$ cat src/rtl/logic_op_sequencer.sv
// Issues register-register logical instructions to an external combinational
// logical unit: reads both sources, executes, and writes the result back.
//
//   state | meaning
//   ------+-----------------------------------------------------------
//   IDLE  | ready for an instruction; latch fields on handshake
//   RD    | present rs/rt to the register file
//   OPND  | register file data valid; capture operands A and B
//   EXEC  | drive logical unit; capture result R and zero flag
//   WB    | write R to rd (suppressed for r0); pulse done
//   ERR   | rejected instruction; pulse done and illegal
module logic_op_sequencer #(
    parameter int         WIDTH        = 32,
    parameter int         RA_W         = 5,
    parameter logic [5:0] LOGIC_OPCODE = 6'b000001
) (
    input  logic             clk,
    input  logic             rst,
    input  logic             instr_valid,
    output logic             instr_ready,
    input  logic [31:0]      instr,
    output logic [RA_W-1:0]  rf_rd_addr1,
    output logic [RA_W-1:0]  rf_rd_addr2,
    input  logic [WIDTH-1:0] rf_rd_data1,
    input  logic [WIDTH-1:0] rf_rd_data2,
    output logic [WIDTH-1:0] lu_in1,
    output logic [WIDTH-1:0] lu_in2,
    output logic [1:0]       lu_op,
    input  logic [WIDTH-1:0] lu_out,
    output logic             rf_we,
    output logic [RA_W-1:0]  rf_wr_addr,
    output logic [WIDTH-1:0] rf_wr_data,
    output logic             done,
    output logic             illegal,
    output logic             zero
);

    typedef enum logic [2:0] {
        S_IDLE = 3'd0,
        S_RD   = 3'd1,
        S_OPND = 3'd2,
        S_EXEC = 3'd3,
        S_WB   = 3'd4,
        S_ERR  = 3'd5
    } state_t;

    state_t state_q, state_d;

    logic [RA_W-1:0]  rs_q, rt_q, rd_q;
    logic [1:0]       funct_q;
    logic [WIDTH-1:0] a_q, b_q, r_q;
    logic             zero_q;

    logic accept;
    logic instr_legal;

    assign accept      = (state_q == S_IDLE) && instr_valid;
    assign instr_legal = (instr[31:26] == LOGIC_OPCODE) && (instr[10:2] == 9'd0);

    always_ff @(posedge clk or posedge rst) begin
        if (rst) begin
            state_q <= S_IDLE;
        end else begin
            state_q <= state_d;
        end
    end

    always_ff @(posedge clk or posedge rst) begin
        if (rst) begin
            rs_q    <= '0;
            rt_q    <= '0;
            rd_q    <= '0;
            funct_q <= '0;
            a_q     <= '0;
            b_q     <= '0;
            r_q     <= '0;
            zero_q  <= 1'b0;
        end else begin
            // Fields are latched for every accepted word so later changes to instr are inert
            if (accept) begin
                rs_q    <= RA_W'(instr[25:21]);
                rt_q    <= RA_W'(instr[20:16]);
                rd_q    <= RA_W'(instr[15:11]);
                funct_q <= instr[1:0];
            end
            if (state_q == S_OPND) begin
                a_q <= rf_rd_data1;
                b_q <= rf_rd_data2;
            end
            if (state_q == S_EXEC) begin
                r_q    <= lu_out;
                zero_q <= (lu_out == '0);
            end
        end
    end

    always_comb begin
        state_d     = state_q;
        instr_ready = 1'b0;
        rf_rd_addr1 = '0;
        rf_rd_addr2 = '0;
        lu_in1      = '0;
        lu_in2      = '0;
        lu_op       = 2'b00;
        rf_we       = 1'b0;
        rf_wr_addr  = '0;
        rf_wr_data  = '0;
        done        = 1'b0;
        illegal     = 1'b0;

        if (state_q != S_IDLE) begin
            rf_rd_addr1 = rs_q;
            rf_rd_addr2 = rt_q;
        end

        case (state_q)
            S_IDLE: begin
                instr_ready = 1'b1;
                if (instr_valid) begin
                    state_d = instr_legal ? S_RD : S_ERR;
                end
            end
            S_RD:   state_d = S_OPND;
            S_OPND: state_d = S_EXEC;
            S_EXEC: begin
                lu_in1  = a_q;
                lu_in2  = b_q;
                lu_op   = funct_q;
                state_d = S_WB;
            end
            S_WB: begin
                done       = 1'b1;
                rf_wr_addr = rd_q;
                rf_wr_data = r_q;
                rf_we      = (rd_q != '0);
                state_d    = S_IDLE;
            end
            S_ERR: begin
                done    = 1'b1;
                illegal = 1'b1;
                state_d = S_IDLE;
            end
            default: state_d = S_IDLE;
        endcase
    end

    assign zero = zero_q;

endmodule

$ cat config.mk
export PLATFORM = sky130hd
export DESIGN_NAME = logic_op_sequencer
export DESIGN_NICKNAME = d
export VERILOG_FILES = /design/src/rtl/logic_op_sequencer.sv
export SDC_FILE = /design/constraint.sdc
export NUM_CORES = 1
export LEC_CHECK = 0
export ABC_AREA = 1
export BUFFER_PORTS_ARGS = -buffer_cell sky130_fd_sc_hd__buf_2
export CAP_MARGIN = 20
export CORE_MARGIN = 4
export CORE_UTILIZATION = 47
export CTS_CLUSTER_DIAMETER = 60
export CTS_CLUSTER_SIZE = 12
export DETAILED_ROUTE_END_ITERATION = 8
export PLACE_DENSITY = 0.79
export SLEW_MARGIN = 0
export SYNTH_ARGS = -nofsm -noshare
export SYNTH_HDL_FRONTEND = slang
export SYNTH_SLANG_ARGS = --single-unit
$ cat constraint.sdc
create_clock -name clk -period 4.89 [get_ports clk]
set_input_delay 0.978 -clock clk [delete_from_list [all_inputs] [get_ports clk]]
set_output_delay 0.978 -clock clk [all_outputs]
set_load 0.02 [all_outputs]
==> results.sh, run 1 <==
export IMPL_status="complete, no violations"
export IMPL_slew_headroom_pct=48.9
export IMPL_cts_made_buffers=17
export IMPL_hold_viol=0
export IMPL_htree_levels=4
export IMPL_synth_compound_area_share_pct=11.1
export IMPL_syn_area_per_cell_um2=7.73
export IMPL_postLayoutSetupSlackWorst_ns=1.75
export IMPL_pin_count=249
export IMPL_period_needed_ns=3.14
export IMPL_ys_warn_count=0
export IMPL_via_count=4902
export IMPL_grt_pass1_wl_um=21600
export IMPL_antenna_found_initial=0
export IMPL_setup_violations=0
export IMPL_synth_area_um2=5270
export IMPL_holdCritPathClass="flop to flop"
export IMPL_whs_path_depth=2
export IMPL_startpoint_type="flop"
export IMPL_die_w_um=114
export IMPL_synth_xor_area_share_pct=0
export IMPL_place_congestion=0.808
export IMPL_drtPass1Iterations=5
export IMPL_clock_latency_ns=0.50
export IMPL_nets=1049
export IMPL_p_leak_nw=4.36
export IMPL_io_buffer_count=248
export IMPL_cts_resized=0
export IMPL_cts_setup_buffers=0
export IMPL_routedWlPerCell_um=12.5
export IMPL_die_area_um2=13000
export IMPL_met1_usage_pct=26.6
export IMPL_drc_errors=0
export IMPL_tns_ns=0
export IMPL_preCtsSetupSlack_ns=2.01
export IMPL_layout_commonest_cell="buf_2"
export IMPL_peakVddDrop_uv=399
export IMPL_cts_num_sinks=117
export IMPL_maxClockFrequency_mhz=318
export IMPL_vias_per_cell=4.58
export IMPL_crit_type="flop to primary output"
export IMPL_core_area_um2=10900
export IMPL_grt_busiest_layer="met2"
export IMPL_power_share_clock_pct=27.1
export IMPL_drive_gt1_share_pct=31.1
export IMPL_comb_power_share_pct=38.8
export IMPL_die_y_um=114
export IMPL_clockRootBuffer="clkbuf_8"
export IMPL_num_rows=38
export IMPL_synth_top_family_by_area="simple AND/OR/NAND/NOR gates"
export IMPL_r2r_cells=5
export IMPL_grtUsageMet2_pct=34.0
export IMPL_yosys_area_top_type="dfrtp_1"
export IMPL_clock_path_buffers=2
export IMPL_rsz0062_at_grt="false"
export IMPL_synthDistinctLibCells=16
export IMPL_synthTopCellsByArea="dfrtp_1 56%, nor2_1 17%, a21oi_1 10%, inv_1 9.1%, buf_2 2.7%"
export IMPL_crit_path_end_kind="primary output"
export IMPL_drt_iter0_markers=298
export IMPL_tritoncts="yes"
export IMPL_finalCritPeriodShare_pct=64.3
export IMPL_worstMarginPinSlew_ns=0.766
export IMPL_crit_fanout=52
export IMPL_muxShareOfSynthArea_pct=0
export IMPL_yosys_area_share_simple_pct=20.6
export IMPL_seqPwrFrac_pct=34.1
export IMPL_synthAdderAreaFrac_pct=0
export IMPL_grtUsageTotal_pct=20.8
export IMPL_routed_wl_um=13400
export IMPL_slew_violations=0
export IMPL_grt_pass1_vias=4643
export IMPL_syn_nets=812
export IMPL_start_util_pct=48.4
export IMPL_met3_usage_pct=6.26
export IMPL_area_delta_synth_final_pct=36.3
export IMPL_grt_max_degree=98
export IMPL_swShare_pct=39.0
export IMPL_grt_ovfl_total=0
export IMPL_intPower_mw=2.83
export IMPL_ys_ff_latch=117
export IMPL_holdBufCountCts=0
export IMPL_finClkSkew_ns=0.00883
export IMPL_ys_seq_area_share_pct=55.6
export IMPL_arrival_ns=2.17
export IMPL_worstPathRequired_ns=3.91
export IMPL_ant_nets=0
export IMPL_drv_cap=0
export IMPL_synth_cells=681
export IMPL_powerDensity_nw_per_um2=647
export IMPL_diodes=0
export IMPL_path_clk_slew_ns=0.06
export IMPL_mostFrequentLayoutCells="248 x buf_2, 244 x nor2_1, 127 x inv_1"
export IMPL_place_hpwl_um=9720
export IMPL_synth_top_area_share_pct=55.6
export IMPL_p_sw_mw=1.81
==> cell usage after synthesis, drive strengths merged <==
library cell	number
nor2	245
nand2	30
nand3	1
dfrtp	117
o21ai	11
clkbuf	4
nand4	2
inv	130
nor3	3
buf	31
a21oi	106
or2	1
==> cells by family (layout without fill, tap and decap cells) <==
kind of cell	count (synthesis)	after routing
flops	117	117
simple gates	282	282
buf+inv	165	415
compound gates	117	117
==> cell type report <==
cell class | instances | area [um^2]
fill | 1006 | 3710
sequential | 117 | 2930
multi-input combinational | 399 | 1690
timing repair buffer | 253 | 1290
inverter | 130 | 490
clock buffer | 20 | 425
clock inverter | 12 | 179
tap | 140 | 175
==> registers in the layout, indices dropped and copies added, names as in the netlist <==
name	cells
b_q	32
state_q	3
r_q	32
funct_q	2
rd_q	5
rt_q	5
rs_q	5
zero	1
a_q	32
==> worst paths after layout <==
check                      slack [ns]       start          to
max in group asynchronous        3.42         rst     b_q[18]
min in group asynchronous        0.56         rst     b_q[10]
hold reg to reg                  0.48        zero        zero
hold / removal                   0.48        zero        zero
setup reg to reg                 2.87  state_q[0]     b_q[11]
setup / recovery                 1.75  state_q[2]  lu_in2[18]
==> critical path: stages, from the launching register on <==
cell and delay [ns]:
dfrtp_1 0.40, inv_1 0.16, nand3_4 0.42, buf_12 0.37, nor2_1 0.12, buf_2 0.18
==> power by group through the flow <==
stage	Clock [mW]	Sequential [mW]	Combinational [mW]
after global placement	0	1.58	1.78
after CTS	1.28	1.59	1.83
after detailed placement	0	1.60	1.82
after global routing	1.33	1.63	2.04
final	1.26	1.58	1.80
after floorplan	0	1.56	1.32
==> routing by layer <==
metal  routed length [um]  up-vias
li1                     -     2501
met1                 5540     2209
met2                 6470      168
met3                 1100       24
met4                  288        0
met5                    0        -
==> stage by stage <==
stage               std cells  power (mW)  instance area, um^2  hold WS, ns  util (%)
floorplan                 681        2.88                 5270        0.453         -
global placement         1038        3.36                 6550        0.461      60.2
detailed placement       1038        3.42                 6550        0.461      60.2
CTS                      1070        4.69                 7160        0.485      65.7
global route             1071        5.01                 7180        0.508      65.9
finish                   1071        4.64                 7180        0.476      65.9
(Power assumes the default switching activity.)
==> run 2, diff against run 1 <==
Clock period 4.89 ns to 3 ns, I/O delays scaled along.
==> run 2 against run 1 <==
Against the previous run: clock skew decreased by 0.0015 ns; critical endpoint is now lu_in2[3]; via count shrank 0.24%; combinational power is 65% higher; hold slack worse by 0.20 ns; first-iteration DRC count decreased by 26%.
==> results.sh, run 2 (synthesis results as in run 1) <==
export IMPL_antenna_found_initial=0
export IMPL_mostFrequentLayoutCells="248 x buf_2, 244 x nor2_1, 127 x inv_1"
export IMPL_die_area_um2=13000
export IMPL_ant_nets=0
export IMPL_drive_gt1_share_pct=31.3
export IMPL_worstMarginPinSlew_ns=0.610
export IMPL_tns_ns=0
export IMPL_io_buffer_count=248
export IMPL_layout_commonest_cell="buf_2"
export IMPL_total_power_mw=7.58
export IMPL_holdBufCountCts=0
export IMPL_grt_pass1_wl_um=21300
export IMPL_r2r_end="zero"
export IMPL_drtPass1Iterations=4
export IMPL_path_clk_slew_ns=0.06
export IMPL_drt_iter0_markers=220
export IMPL_holdCritPathClass="input port to asynchronous set/reset pin"
export IMPL_r2r_start="state_q[2]"
export IMPL_diodes=0
export IMPL_finalCritPeriodShare_pct=90.1
export IMPL_r2r_cells=8
export IMPL_cts_num_sinks=117
export IMPL_crit_path_end_kind="primary output"
export IMPL_status="complete, no violations"
export IMPL_grtUsageTotal_pct=20.4
export IMPL_fill_cells=992
export IMPL_seq_area_um2=2930
export IMPL_grt_max_degree=118
export IMPL_die_y_um=114
export IMPL_grt_ovfl_total=0
export IMPL_place_congestion=0.801
export IMPL_core_area_um2=10900
export IMPL_slew_headroom_pct=59.3
export IMPL_slew_violations=0
export IMPL_setup_violations=0
export IMPL_pin_count=249
export IMPL_die_w_um=114
export IMPL_start_util_pct=48.4
export IMPL_clockRootBuffer="clkbuf_8"
export IMPL_clock_path_buffers=2
export IMPL_hold_viol=0
export IMPL_area_delta_synth_final_pct=36.7
export IMPL_drv_cap=0
export IMPL_crit_type="flop to primary output"
export IMPL_peakVddDrop_uv=732
export IMPL_rsz0062_at_grt="false"
export IMPL_reg_largest_list="a_q: 32 flops, b_q: 32 flops, r_q: 32 flops"
export IMPL_grt_pass1_vias=4640
export IMPL_cts_made_buffers=17
export IMPL_drc_errors=0
export IMPL_r2r_slack_ns=1.04
export IMPL_place_hpwl_um=9550
export IMPL_htree_levels=4
export IMPL_crit_fanout=34
export IMPL_p_leak_nw=4.36
export IMPL_startpoint_type="flop"
export IMPL_arrival_ns=2.10
export IMPL_period_needed_ns=2.70
export IMPL_via_count=4890
export IMPL_num_rows=38
export IMPL_nets=1048
export IMPL_maxClockFrequency_mhz=370
export IMPL_clock_latency_ns=0.50
export IMPL_tritoncts="yes"
export IMPL_vias_per_cell=4.57
export IMPL_finClkSkew_ns=0.00734
export IMPL_multi_input_area_um2=1700
export IMPL_routedWlPerCell_um=12.7
export IMPL_final_cell_area_um2=7200
export IMPL_worstPathRequired_ns=2.40
export IMPL_routed_wl_um=13600
export IMPL_powerDensity_nw_per_um2=1050
export IMPL_placed_cell_area_um2=6580
[run 2: cell count changes in the layout (fill, tap and decap cells not counted)]
cell and delta:
buf_4 -4, buf_12 +2, clkbuf_1 -2, clkbuf_8 +2
bufinv_16 -1, clkinv_2 +1, clkinv_4 +1, clkinvlp_4 +1
inv_4 -1, inv_6 -1, nand3_4 +1
[run 2: where the power goes]
| part | internal [mW] | switching [mW] |
|---|---|---|
| sequential | 2.35 | 0.253 |
| combinational | 0.931 | 2.04 |
| clock | 1.31 | 0.698 |
| total | 4.59 | 2.99 |
[run 2: layout make-up]
cell class / instances / area share (%)
Clock inverter: 12 / 2.14
Clock buffer: 20 / 6.19
Timing Repair Buffer: 251 / 18.1
Tap cell: 140 / 2.43
Inverter: 130 / 6.83
Sequential cell: 117 / 40.7
Multi-Input combinational cell: 400 / 23.7
[run 2: routing by layer]
metal	up-vias	global-route usage, %	routed length (um)
li1	2500	-	-
met1	2206	26.5	5630
met2	165	33.4	6640
met3	19	6.53	1090
met4	0	5.15	211
met5	-	0	0
[run 2: repair_timing]
action	CTS	global route
gates resized for setup	0	1
setup endpoints to repair	0	5
buffers inserted	0	0
[run 2: how the worst max path moves through the flow]
| stage | startpoint | to | slack [ns] | depth (start not counted) |
|---|---|---|---|---|
| 2_1_floorplan | rst | a_q[0] | 0.97 | 1 |
| 3_3_place_gp | state_q[2] | lu_in2[3] | 0.69 | 4 |
| 3_5_place_dp | state_q[2] | lu_in2[3] | 0.66 | 4 |
| 4_1_cts | state_q[2] | lu_in2[3] | 0.12 | 4 |
| 5_1_grt | state_q[2] | lu_in2[3] | 0.13 | 4 |
| 6_report | state_q[2] | lu_in2[3] | 0.30 | 4 |
[run 2: through the flow]
step | util, % | std cells | setup slack (ns) | hold WS (ns)
floorplan | - | 681 | 0.973 | 0.453
global placement | 60.5 | 1037 | 0.690 | 0.461
detailed placement | 60.5 | 1037 | 0.664 | 0.468
CTS | 66.0 | 1069 | 0.118 | 0.312
global route | 66.1 | 1070 | 0.135 | 0.332
finish | 66.1 | 1070 | 0.298 | 0.279
[run 2: worst max-delay path, stage by stage (launching register included)]
cell and delay [ns]:
dfrtp_1 0.39, inv_1 0.26, nand3_4 0.42, nor2_1 0.29, buf_2 0.21
